[config.mk]
export PLATFORM = sky130hd
export DESIGN_NAME = load_store_unit
export DESIGN_NICKNAME = d
export VERILOG_FILES = /design/src/rtl/JZJCoreFTypes.sv /design/src/rtl/load_store_unit.sv
export SDC_FILE = /design/constraint.sdc
export NUM_CORES = 1
export LEC_CHECK = 0
export CAP_MARGIN = 10
export CELL_PAD_IN_SITES_DETAIL_PLACEMENT = 1
export CELL_PAD_IN_SITES_GLOBAL_PLACEMENT = 1
export CORE_ASPECT_RATIO = 1.25
export CORE_MARGIN = 2
export CORE_UTILIZATION = 28
export DETAILED_ROUTE_END_ITERATION = 8
export HOLD_SLACK_MARGIN = 0.05
export PLACE_DENSITY = 0.85
export SLEW_MARGIN = 20
export SYNTH_ARGS = -nofsm -noshare
export SYNTH_HDL_FRONTEND = slang
export SYNTH_SLANG_ARGS = --single-unit
[constraint.sdc]
create_clock -name clock -period 2.1 [get_ports clock]
set_input_delay 0.42 -clock clock [delete_from_list [all_inputs] [get_ports clock]]
set_output_delay 0.42 -clock clock [all_outputs]
set_load 0.05 [all_outputs]
[src/rtl/JZJCoreFTypes.sv]
// rtl/JZJCoreFTypes.sv - shared types, funct3 encodings and access checking for the load/store unit
package JZJCoreFTypes;

  // Single write strobe towards the RAM wrapper
  typedef logic WriteEnable_t;

  typedef enum logic [2:0] {
    IDLE,
    LOAD,
    STORE_PRELOAD,
    STORE_WRITE,
    RESPOND
  } MemState_t;

  // RV32I load/store funct3 encodings
  localparam logic [2:0] F3_LB  = 3'b000;
  localparam logic [2:0] F3_LH  = 3'b001;
  localparam logic [2:0] F3_LW  = 3'b010;
  localparam logic [2:0] F3_LBU = 3'b100;
  localparam logic [2:0] F3_LHU = 3'b101;
  localparam logic [2:0] F3_SB  = 3'b000;
  localparam logic [2:0] F3_SH  = 3'b001;
  localparam logic [2:0] F3_SW  = 3'b010;

  // True when the access must be rejected: bad funct3, misaligned, or beyond the RAM
  function automatic logic access_error(input logic is_store, input logic [2:0] f3,
                                        input logic [31:0] address, input int ram_a_width);
    logic illegal;
    logic misaligned;
    logic out_of_range;
    if (is_store)
      illegal = !((f3 == F3_SB) || (f3 == F3_SH) || (f3 == F3_SW));
    else
      illegal = (f3 == 3'b011) || (f3 == 3'b110) || (f3 == 3'b111);
    misaligned = (((f3 == F3_LH) || (f3 == F3_LHU)) && address[0]) ||
                 ((f3 == F3_LW) && (address[1:0] != 2'b00));
    out_of_range = (address >> (ram_a_width + 2)) != 32'd0;
    return illegal || misaligned || out_of_range;
  endfunction

endpackage

[src/rtl/load_store_unit.sv]
// rtl/load_store_unit.sv - sequences core load/store requests onto the RAM wrapper
module load_store_unit
  import JZJCoreFTypes::*;
#(
  parameter int RAM_A_WIDTH = 16
) (
  input  logic         clock,
  input  logic         reset,
  input  logic         reqValid,
  output logic         reqReady,
  input  logic         reqIsStore,
  input  logic [2:0]   reqFunct3,
  input  logic [31:0]  reqAddress,
  input  logic [31:0]  reqData,
  output logic         rspValid,
  input  logic         rspReady,
  output logic [31:0]  rspData,
  output logic         rspError,
  output logic [2:0]   funct3,
  output logic [17:0]  backendAddress,
  output logic [1:0]   offset,
  output WriteEnable_t ramWriteEnable,
  output logic [31:0]  rs2,
  input  logic [31:0]  ramDataOut
);

  MemState_t   state;
  MemState_t   next_state;
  logic        is_store_q;
  logic [2:0]  funct3_q;
  logic [31:0] address_q;
  logic [31:0] data_q;
  logic        req_error;
  logic        held_error;

  // Error of the incoming request decides the first transition; the held one drives the response
  assign req_error  = access_error(reqIsStore, reqFunct3, reqAddress, RAM_A_WIDTH);
  assign held_error = access_error(is_store_q, funct3_q, address_q, RAM_A_WIDTH);

  // RAM-side outputs come only from the captured request so they stay stable while busy
  assign funct3         = funct3_q;
  assign backendAddress = 18'(address_q[RAM_A_WIDTH+1:2]);
  assign offset         = address_q[1:0];
  assign rs2            = data_q;

  // State register
  always_ff @(posedge clock or negedge reset) begin
    if (!reset) state <= IDLE;
    else        state <= next_state;
  end

  // Capture the request on accept
  always_ff @(posedge clock or negedge reset) begin
    if (!reset) begin
      is_store_q <= 1'b0;
      funct3_q   <= 3'b000;
      address_q  <= 32'd0;
      data_q     <= 32'd0;
    end else if (reqValid && (state == IDLE)) begin
      is_store_q <= reqIsStore;
      funct3_q   <= reqFunct3;
      address_q  <= reqAddress;
      data_q     <= reqData;
    end
  end

  // Next state and handshake/strobe outputs
  always_comb begin
    next_state     = state;
    reqReady       = 1'b0;
    rspValid       = 1'b0;
    rspError       = 1'b0;
    rspData        = 32'd0;
    ramWriteEnable = 1'b0;
    case (state)
      IDLE: begin
        reqReady = 1'b1;
        if (reqValid) begin
          if (req_error)             next_state = RESPOND;
          else if (!reqIsStore)      next_state = LOAD;
          else if (reqFunct3 == F3_SW) next_state = STORE_WRITE;
          else                       next_state = STORE_PRELOAD;
        end
      end
      LOAD:          next_state = RESPOND;
      // Sub-word stores let the wrapper latch the old word before merging
      STORE_PRELOAD: next_state = STORE_WRITE;
      STORE_WRITE: begin
        ramWriteEnable = 1'b1;
        next_state     = RESPOND;
      end
      RESPOND: begin
        rspValid = 1'b1;
        rspError = held_error;
        // Read data stays valid here because the address has not moved since LOAD
        if (!held_error && !is_store_q) rspData = ramDataOut;
        if (rspReady) next_state = IDLE;
      end
      default: next_state = IDLE;
    endcase
  end

endmodule

# == Yosys cells after proc, flatten, opt, wreduce, memory -nomap -nowiden ==
# Index checks and enable logic that the tools add are counted.
# totals
out_inout_bits,91
ff_bits,71
elab_cells,72
in_bits,104
# classes
n_reduce_logical,35
n_eq_ne,18
n_mux,14
# op_table
cell,n
two-way mux 32 bit,2
nonzero test 32 bit,2
== test 3 bit (second input constant),7
== test 3 x 2 -> 1 bit (second input constant),6
logical OR 1 bit,16
one-hot mux 3 bit (4 select lines),1
== test 3 x 1 -> 1 bit (second input constant),3
zero test 3 bit,3
two-way mux 3 bit,3
two-way mux 1 bit,7
logical AND 1 bit,6
zero test 1 bit,4
inequality test 2 bit (second input constant),2
nonzero test 2 bit,2
two-way mux 2 bit,1
AND reduction 2 bit,1
OR reduction 2 bit,1

# == Logic depth before layout (Yosys ltp) ==
# Gate-level depths: netlist (run 1).
# logic_depth
depth_word,11
mapped_depth,6
ltp_nobuf,4

# == Least setup slack after synthesis (run 1) ==
# No wires, ideal clock.
# synth_path
kind,reg2out
start,"register funct3_q[1], in the netlist funct3[1]"
end,output rspData[10]
path_buffers,1
t_required_ps,1680
path_stages_with_launch,6
arrival_ps,1852
path_slack_ps,-172
path_cell_list,dfrtp_1 -> o21ai_0 -> nand3_1 -> nor4_4 -> buf_6 -> and2_1
# synth_between
elab_chain_cells,11
elab_cells_between_ends,23
classes_between,eq/ne (6); mux (3); reduce/logical (14)
# synth_rtl
element,line_no,source
from (decl),load_store_unit.sv:30,logic [2:0] funct3_q;
from (signal assigned),load_store_unit.sv:61,funct3_q <= reqFunct3;
== test 3 x 1 -> 1 bit / zero test 3 bit (equally long branches),"JZJCoreFTypes.sv:32, JZJCoreFTypes.sv:35",
logical OR 1 bit (2 in series),JZJCoreFTypes.sv:32,illegal = !((f3 == F3_SB) || (f3 == F3_SH) || (f3 == F3_SW));
zero test 1 bit,JZJCoreFTypes.sv:32,
two-way mux 1 bit,JZJCoreFTypes.sv:31,if (is_store)
logical OR 1 bit (*) (2 in series),JZJCoreFTypes.sv:38,return illegal || misaligned || out_of_range;
zero test 1 bit (*),load_store_unit.sv:96,if (!held_error && !is_store_q) rspData = ramDataOut;
logical AND 1 bit (*),load_store_unit.sv:96,
two-way mux 32 bit (*),load_store_unit.sv:96,
two-way mux 32 bit (*),load_store_unit.sv:75,case (state)
to (decl),load_store_unit.sv:17,"output logic [31:0] rspData,"
# Mark *: on every way between the ends. The rest lies on a longest branch, timed or not.

# == Final worst setup path (run 1) ==
# layout_path
start,register address_q[18]
end,output rspData[5]
# layout_between
elab_chain_cells,6
# layout_rtl
element,line_no,source
from (decl),load_store_unit.sv:31,logic [31:0] address_q;
from (signal assigned),load_store_unit.sv:62,address_q <= reqAddress;
nonzero test 32 bit,JZJCoreFTypes.sv:37,out_of_range = (address >> (ram_a_width + 2)) != 32'd0;
logical OR 1 bit,JZJCoreFTypes.sv:38,
zero test 1 bit,load_store_unit.sv:96,
logical AND 1 bit,load_store_unit.sv:96,
two-way mux 32 bit,load_store_unit.sv:96,
two-way mux 32 bit,load_store_unit.sv:75,
# No other way between the ends.

==> results of run 1 <==
[kinds of logic (layout without fill, tap and decap cells)]
group           after synthesis  after routing  synth area share, %
mux                          68             68                 23.7
other cells                   1              2                0.116
flops                        71             71                 55.1
compound gates               10             10                 2.33
simple gates                 58             58                 10.9
buf+inv                      34            222                 7.87
[cells in the final DEF, fill, tap and decap left out]
master and n:
nor4_1 3, a31o_2 2, mux2_1 1, clkbuf_1 3
a21oi_1 1, nor4_2 2, or4_1 1, dfrtp_1 69
buf_4 13, nand3_1 1, o21a_1 1, o21ai_0 1
and2_2 30, nand2_1 5, nor3_1 1, dfrtp_2 2
nor3_4 1, dlygate4sd3_1 1, o311ai_0 1, nor2_1 6
nand2b_1 1, nor4_4 2, a211oi_1 1, clkbuf_16 9
buf_6 2, o41ai_1 1, buf_12 37, clkinv_2 2
mux2_2 67, clkdlybuf4s50_1 152, nor3_2 1, conb_1 2
inv_1 3, nand3_2 1, and2_4 3, o211ai_1 2
[area by class of cell]
| cell class | instances | area, um2 | area share, % |
|---|---|---|---|
| repair buffers | 205 | 2390 | 40.6 |
| flip-flops and latches | 71 | 1780 | 30.2 |
| multi-input cells | 138 | 1290 | 21.9 |
| clock buffers | 12 | 236 | 4.02 |
| well taps | 135 | 169 | 2.87 |
| inverters | 3 | 11.3 | 0.191 |
| clock inverters | 2 | 10.0 | 0.170 |
[what timing repair did]
action                                 in CTS  in global routing
endpoints found under the hold margin      10                  0
setup buffers                               2                  2
resized for setup                           4                  7
pin swaps                                   5                  5
hold buffers                                1                  0
setup endpoints to repair                  33                 33
cloned                                      0                  0
[flip-flops by register name (all words and copies together) (netlist names)]
signal      count
address_q      32
funct3          3
is_store_q      1
rs2            32
state           3
[per-layer routing]
metal	global-route usage [%]	part of all wire [%]	up-vias
met3	5.89	8.8	16
met4	7.02	2.4	0
li1	-	-	1181
met2	31.9	55	139
met5	0	0	-
met1	15.6	33	1274
[power by group]
| group | internal [W] | switching (W) | leakage (nW) |
|---|---|---|---|
| logic | 0.000867 | 0.00122 | 1.44 |
| clock network | 0.000782 | 0.000516 | 0.122 |
| registers | 0.00167 | 0.000193 | 0.833 |
| total | 0.00332 | 0.00193 | 2.39 |
[final timing paths]
kind / to / slack [ns] / cells after the start
worst max-delay path: rspData[5] / -0.34 / 6
worst min-delay path: funct3[2] / 0.48 / 2
worst max register to register: address_q[14] / 0.31 / 5
worst min register to register: address_q[17] / 0.50 / 1
max in group asynchronous: rs2[30] / 1.04 / 3
min in group clock: address_q[17] / 0.50 / 1
[per-stage QoR]
step,TNS [ns],setup WS (ns)
global placement,-2.13,-0.0771
detailed placement,-4.60,-0.151
global route,-13.87,-0.444
CTS,-10.60,-0.343
floorplan,0,0.0199
finish,-10.49,-0.340
[critical path: stages, from the launching register on]
cell and delay (ns):
dfrtp_1 0.39, nor4_2 0.28, o211ai_1 0.21, nor4_4 0.29, buf_12 0.20, and2_2 0.19
buf_12 0.14
==> metrics.yaml, run 1 <==
grt_max_degree: 37
netlist_instances: 242
fin_skew_ns: 0.00509
dr.pass1.iters: 4
vias: 2610
synthTopCellsByCount: "71 x dfrtp_1, 67 x mux2_2, 33 x and2_1"
async_flop_share_pct: 100
avgSynthCellArea_um2: 13.3
cts.clk_slew.worst_paths_ns: 0.05
htreeDepth: 3
grt_util_all_layers_pct: 16.5
detail-route-antenna-nets: 0
p_total_w: 0.00525
tightest_slew_ns: 0.535
syn2layout_area_growth_pct: 82.5
place_area_mm2: 0.00556
nets: 532
power.density_mw_per_mm2: 892
finalNonFillerCells: 566
rr_startpoint: "state[0]"
setup_ws_ns: -0.340
die_w_um: 100
fin_util_pct: 52.6
core_area_mm2: 0.0112
insertion_delay_ns: 0.33
max_slew_margin_pct: 64.2
antenna_cells: 0
num-fill-cells: 1106
synth_edf_count: 0
first_global_vias: 2931
overflow: 0
drc: 0
finalHoldViolations: 0
finalSetupViolCount: 33
yosysSeqAreaShare_pct: 55.1
wl_per_cell_um: 18.0
place_hpwl_mm: 8.29
p_leak_nw: 2.39
min_path_type: "input port to asynchronous set/reset pin"
synth_seq_cells: 71
rows: 43
cts.sinks: 71
die_h_um: 124
drv_cap: 0
endpoint_kind: "primary output"
outcome: "finished, violations left"
ys_warn_count: 0
min_period_ns: 2.44
cts_buffers: 9
design_area_mm2: 0.00589
report.final.slew_viol_count: 0
max_freq_ghz: 0.410
startpoint_type: "flop"
rsz0062_at_grt: "yes"
synth.most_common_cell: "dfrtp_1"
numPlacedInstances: 549
cts_tree: "done"
initial_core_util_pct: 28.8
dieArea_mm2: 0.0124
synth_area_leader_cell: "dfrtp_1"
crit_fanout: 32
ir_drop_uv: 561
synth_top_area_share_pct: 55.1
required_ns: 1.68
synth_flop_cell: "dfrtp_1"
port_buffers: 192
netlist_area_mm2: 0.00323
startpoint: "address_q[18]"
worstPathArrival_ns: 2.02
gp_congestion: 0.792
ys_types: 26
whs_ns: 0.481
antenna_found_initial: 0
root_buffer: "clkbuf_16"
crit_type: "flop to primary output"
drive_above_1_share_pct: 40.4
violations: "negative setup slack"
fin_crit_sh_pct: 116
wl_mm: 10.2
grt_pass1_wl_mm: 15.3
synth.area.top_cells: "dfrtp_1 55%, mux2_2 23%, and2_1 6.4%, buf_4 4.7%, buf_6 2.1%"
clockBufferDepth: 2
drtIter0Drc: 36
vias_per_cell: 4.61
ios: 195
Note: power is estimated with default switching activity, not from simulation.
==> run 2, diff against run 1 <==
--- a/config.mk
+++ b/config.mk
@@ -11,6 +11,7 @@
 export CORE_ASPECT_RATIO = 1.25
 export CORE_MARGIN = 2
 export CORE_UTILIZATION = 28
+export CTS_CLUSTER_SIZE = 30
 export DETAILED_ROUTE_END_ITERATION = 8
 export HOLD_SLACK_MARGIN = 0.05
 export PLACE_DENSITY = 0.85
==> results of run 2 <==
Final layout, timing and power as in run 1 (identical DEF).
==> run 3, diff against run 2 <==
--- a/config.mk
+++ b/config.mk
@@ -5,7 +5,6 @@
 export SDC_FILE = /design/constraint.sdc
 export NUM_CORES = 1
 export LEC_CHECK = 0
-export CAP_MARGIN = 10
 export CELL_PAD_IN_SITES_DETAIL_PLACEMENT = 1
 export CELL_PAD_IN_SITES_GLOBAL_PLACEMENT = 1
 export CORE_ASPECT_RATIO = 1.25
@@ -15,6 +14,7 @@
 export DETAILED_ROUTE_END_ITERATION = 8
 export HOLD_SLACK_MARGIN = 0.05
 export PLACE_DENSITY = 0.85
+export REMOVE_ABC_BUFFERS = 1
 export SLEW_MARGIN = 20
 export SYNTH_ARGS = -nofsm -noshare
 export SYNTH_HDL_FRONTEND = slang
==> run 3 against run 2 <==
  * The run still ends with negative setup slack left
  * Worst setup slack worse by 0.084 ns
  * Critical path depth rose by 1
  * Via count down 1.6%
  * Global-route usage is 1.8 points lower
  * Wire length decreased by 7.3%
  * First-iteration DRC count decreased by 47%
  * Sequential cell count unchanged
  * Sequential power hardly changed
  * Clock power increased by 8%
  * Register-to-register slack improved by 0.13 ns
  * Critical endpoint is now rspData[4]
==> metrics.yaml, run 3 (same netlist as run 1, synthesis figures left out) <==
drc: 0  # unchanged
overflow: 0  # unchanged
grt_busiest_layer: "met2"
insertion_delay_ns: 0.32  # about the same
ios: 195  # unchanged
wl_per_cell_um: 16.7  # -7.2%
slowest_stage: "dfrtp_1"
worstPathArrival_ns: 2.10  # +0.08 ns
p_leak_nw: 2.41  # +0.86%
drv_cap: 0  # unchanged
p_total_w: 0.00530  # +1.1%
nets: 530  # -0.38%
fin_crit_sh_pct: 120  # +4.0 points
outcome: "finished, violations left"
startpoint: "address_q[30]"
die_h_um: 124  # unchanged
finalSetupViolCount: 33  # unchanged
detail-route-antenna-nets: 0  # unchanged
gp_congestion: 0.742  # -6.4%
ff2ff_path_depth: 4  # -1
grt_max_degree: 51  # +38%
final_common_cell: "clkdlybuf4s50_1"
whs_ns: 0.0623  # -0.419 ns
wl_mm: 9.45  # -7.3%
grt_use_met3_pct: 6.45  # +0.56 points
max_slew_margin_pct: 63.8  # -0.49 points
max_freq_ghz: 0.396  # -3.3%
antenna_cells: 0  # unchanged
setup_ws_ns: -0.424  # -0.0837 ns
power.density_mw_per_mm2: 895  # +0.37%
vias: 2569  # -1.6%
cp_slowest_stage_delay_ns: 0.40  # about the same
min_period_ns: 2.52  # +0.0837 ns
grtUsageMet1_pct: 16.1  # +0.50 points
first_global_vias: 2787  # -4.9%
root_buffer: "clkbuf_16"
cts_buffers: 9  # unchanged
cts.clk_slew.worst_paths_ns: 0.05  # about the same
crit_fanout: 16  # -50%
report.final.slew_viol_count: 0  # unchanged
crit_type: "flop to primary output"
vias_per_cell: 4.55  # -1.4%
crit_chain: "nor4_4 -> nand3_2 -> nor4_4 -> buf_6 -> buf_12 -> and2_4 -> buf_12"
tightest_slew_ns: 0.542  # +0.00729 ns
place_hpwl_mm: 7.18  # -13%
cts_tree: "done"
finalHoldViolations: 0  # unchanged
rr_startpoint: "state[2]"
initial_core_util_pct: 28.8  # unchanged
ir_drop_uv: 589  # +4.9%
mostFrequentLayoutCells: "152 x clkdlybuf4s50_1, 71 x dfrtp_1, 67 x mux2_2, 36 x buf_12, 32 x and2_4"
grt_pass1_wl_mm: 14.2  # -7.6%
fin_skew_ns: 0.00543  # +0.000345 ns
r2r_slack_ns: 0.44  # +0.13 ns
timing.rr.end: "address_q[4]"
antenna_found_initial: 0  # unchanged
cts.sinks: 71  # unchanged
min_path_type: "input port to asynchronous set/reset pin"
dieArea_mm2: 0.0124  # unchanged
startpoint_type: "flop"
htreeDepth: 3  # unchanged
drtIter0Drc: 19  # -47%
core_area_mm2: 0.0112  # unchanged
grt_util_all_layers_pct: 14.7  # -1.8 points
drive_above_1_share_pct: 39.5  # -0.84 points
rows: 43  # unchanged
syn2layout_area_growth_pct: 83.7
dr.pass1.iters: 4  # unchanged
die_w_um: 100  # unchanged
postCtsHoldBufs: 0  # -1
port_buffers: 192  # unchanged
clockBufferDepth: 2  # unchanged
endpoint_kind: "primary output"
grtUsageMet2_pct: 26.1  # -5.8 points
required_ns: 1.68  # about the same
rsz0062_at_grt: "yes"
violations: "negative setup slack"
## run 3: changes by cell type in the layout (fill, tap and decap cells not counted), moves of 2 or more
cell / previous run / this run
dfrtp_1: 69 / 71
clkbuf_8: 0 / 3
clkinv_2: 2 / 0
and2_2: 30 / 1
dfrtp_2: 2 / 0
buf_4: 13 / 10
and2_4: 3 / 32
## run 3: final cells by class
class,count,area (um2)
Inverter,3,11.3
Multi-Input combinational cell,138,1310
Timing Repair Buffer,203,2380
Clock buffer,15,278
Fill cell,1104,5270
Tap cell,135,169
Sequential cell,71,1780
## run 3: worst max-delay path by stage
stage                         to  slack [ns]  cells past startpoint
finish                rspData[4]       -0.42                      7
global route          rspData[4]       -0.56                      7
CTS                   rspData[9]       -0.43                      6
detailed placement   rspData[31]       -0.16                      6
global placement      rspData[5]       -0.11                      6
floorplan           address_q[0]       -1.29                      3
## run 3: per-stage QoR
stage               area, um2  cells  TNS (ns)  utilization [%]  setup WS [ns]
floorplan                2990    212   -100.37                -          -1.29
global placement         5470    545     -3.50             48.9         -0.112
detailed placement       5470    545     -4.73             48.9         -0.162
CTS                      5770    561    -13.52             51.6         -0.429
global route             5930    565    -17.76             53.0         -0.558
finish                   5930    565    -13.29             53.0         -0.424
## run 3: critical path: cells and delay by family, from the launching register on
family                 cells  cell delay (ns)
AND/OR/NAND/NOR            4             0.94
flip-flops                 1             0.40
buffers and inverters      3             0.44
## run 3: repair_timing
action                                  CTS  global route
setup buffers                             1             2
pin swaps                                 1            14
resized for setup                         3            36
cloned                                    0             2
endpoints found under the setup margin   33            33
## run 3: report_power, final
part | internal (W) | total, W | switching [W]
registers | 0.00167 | 0.00185 | 0.000182
logic | 0.000847 | 0.00205 | 0.00121
clock network | 0.000891 | 0.00140 | 0.000509
total | 0.00341 | 0.00530 | 0.00190
## run 3: layer usage
layer | wire, um | vias to the layer above
met5 | 0 | -
met4 | 58 | 0
met3 | 847 | 5
met2 | 5090 | 132
met1 | 3450 | 1251
li1 | - | 1181
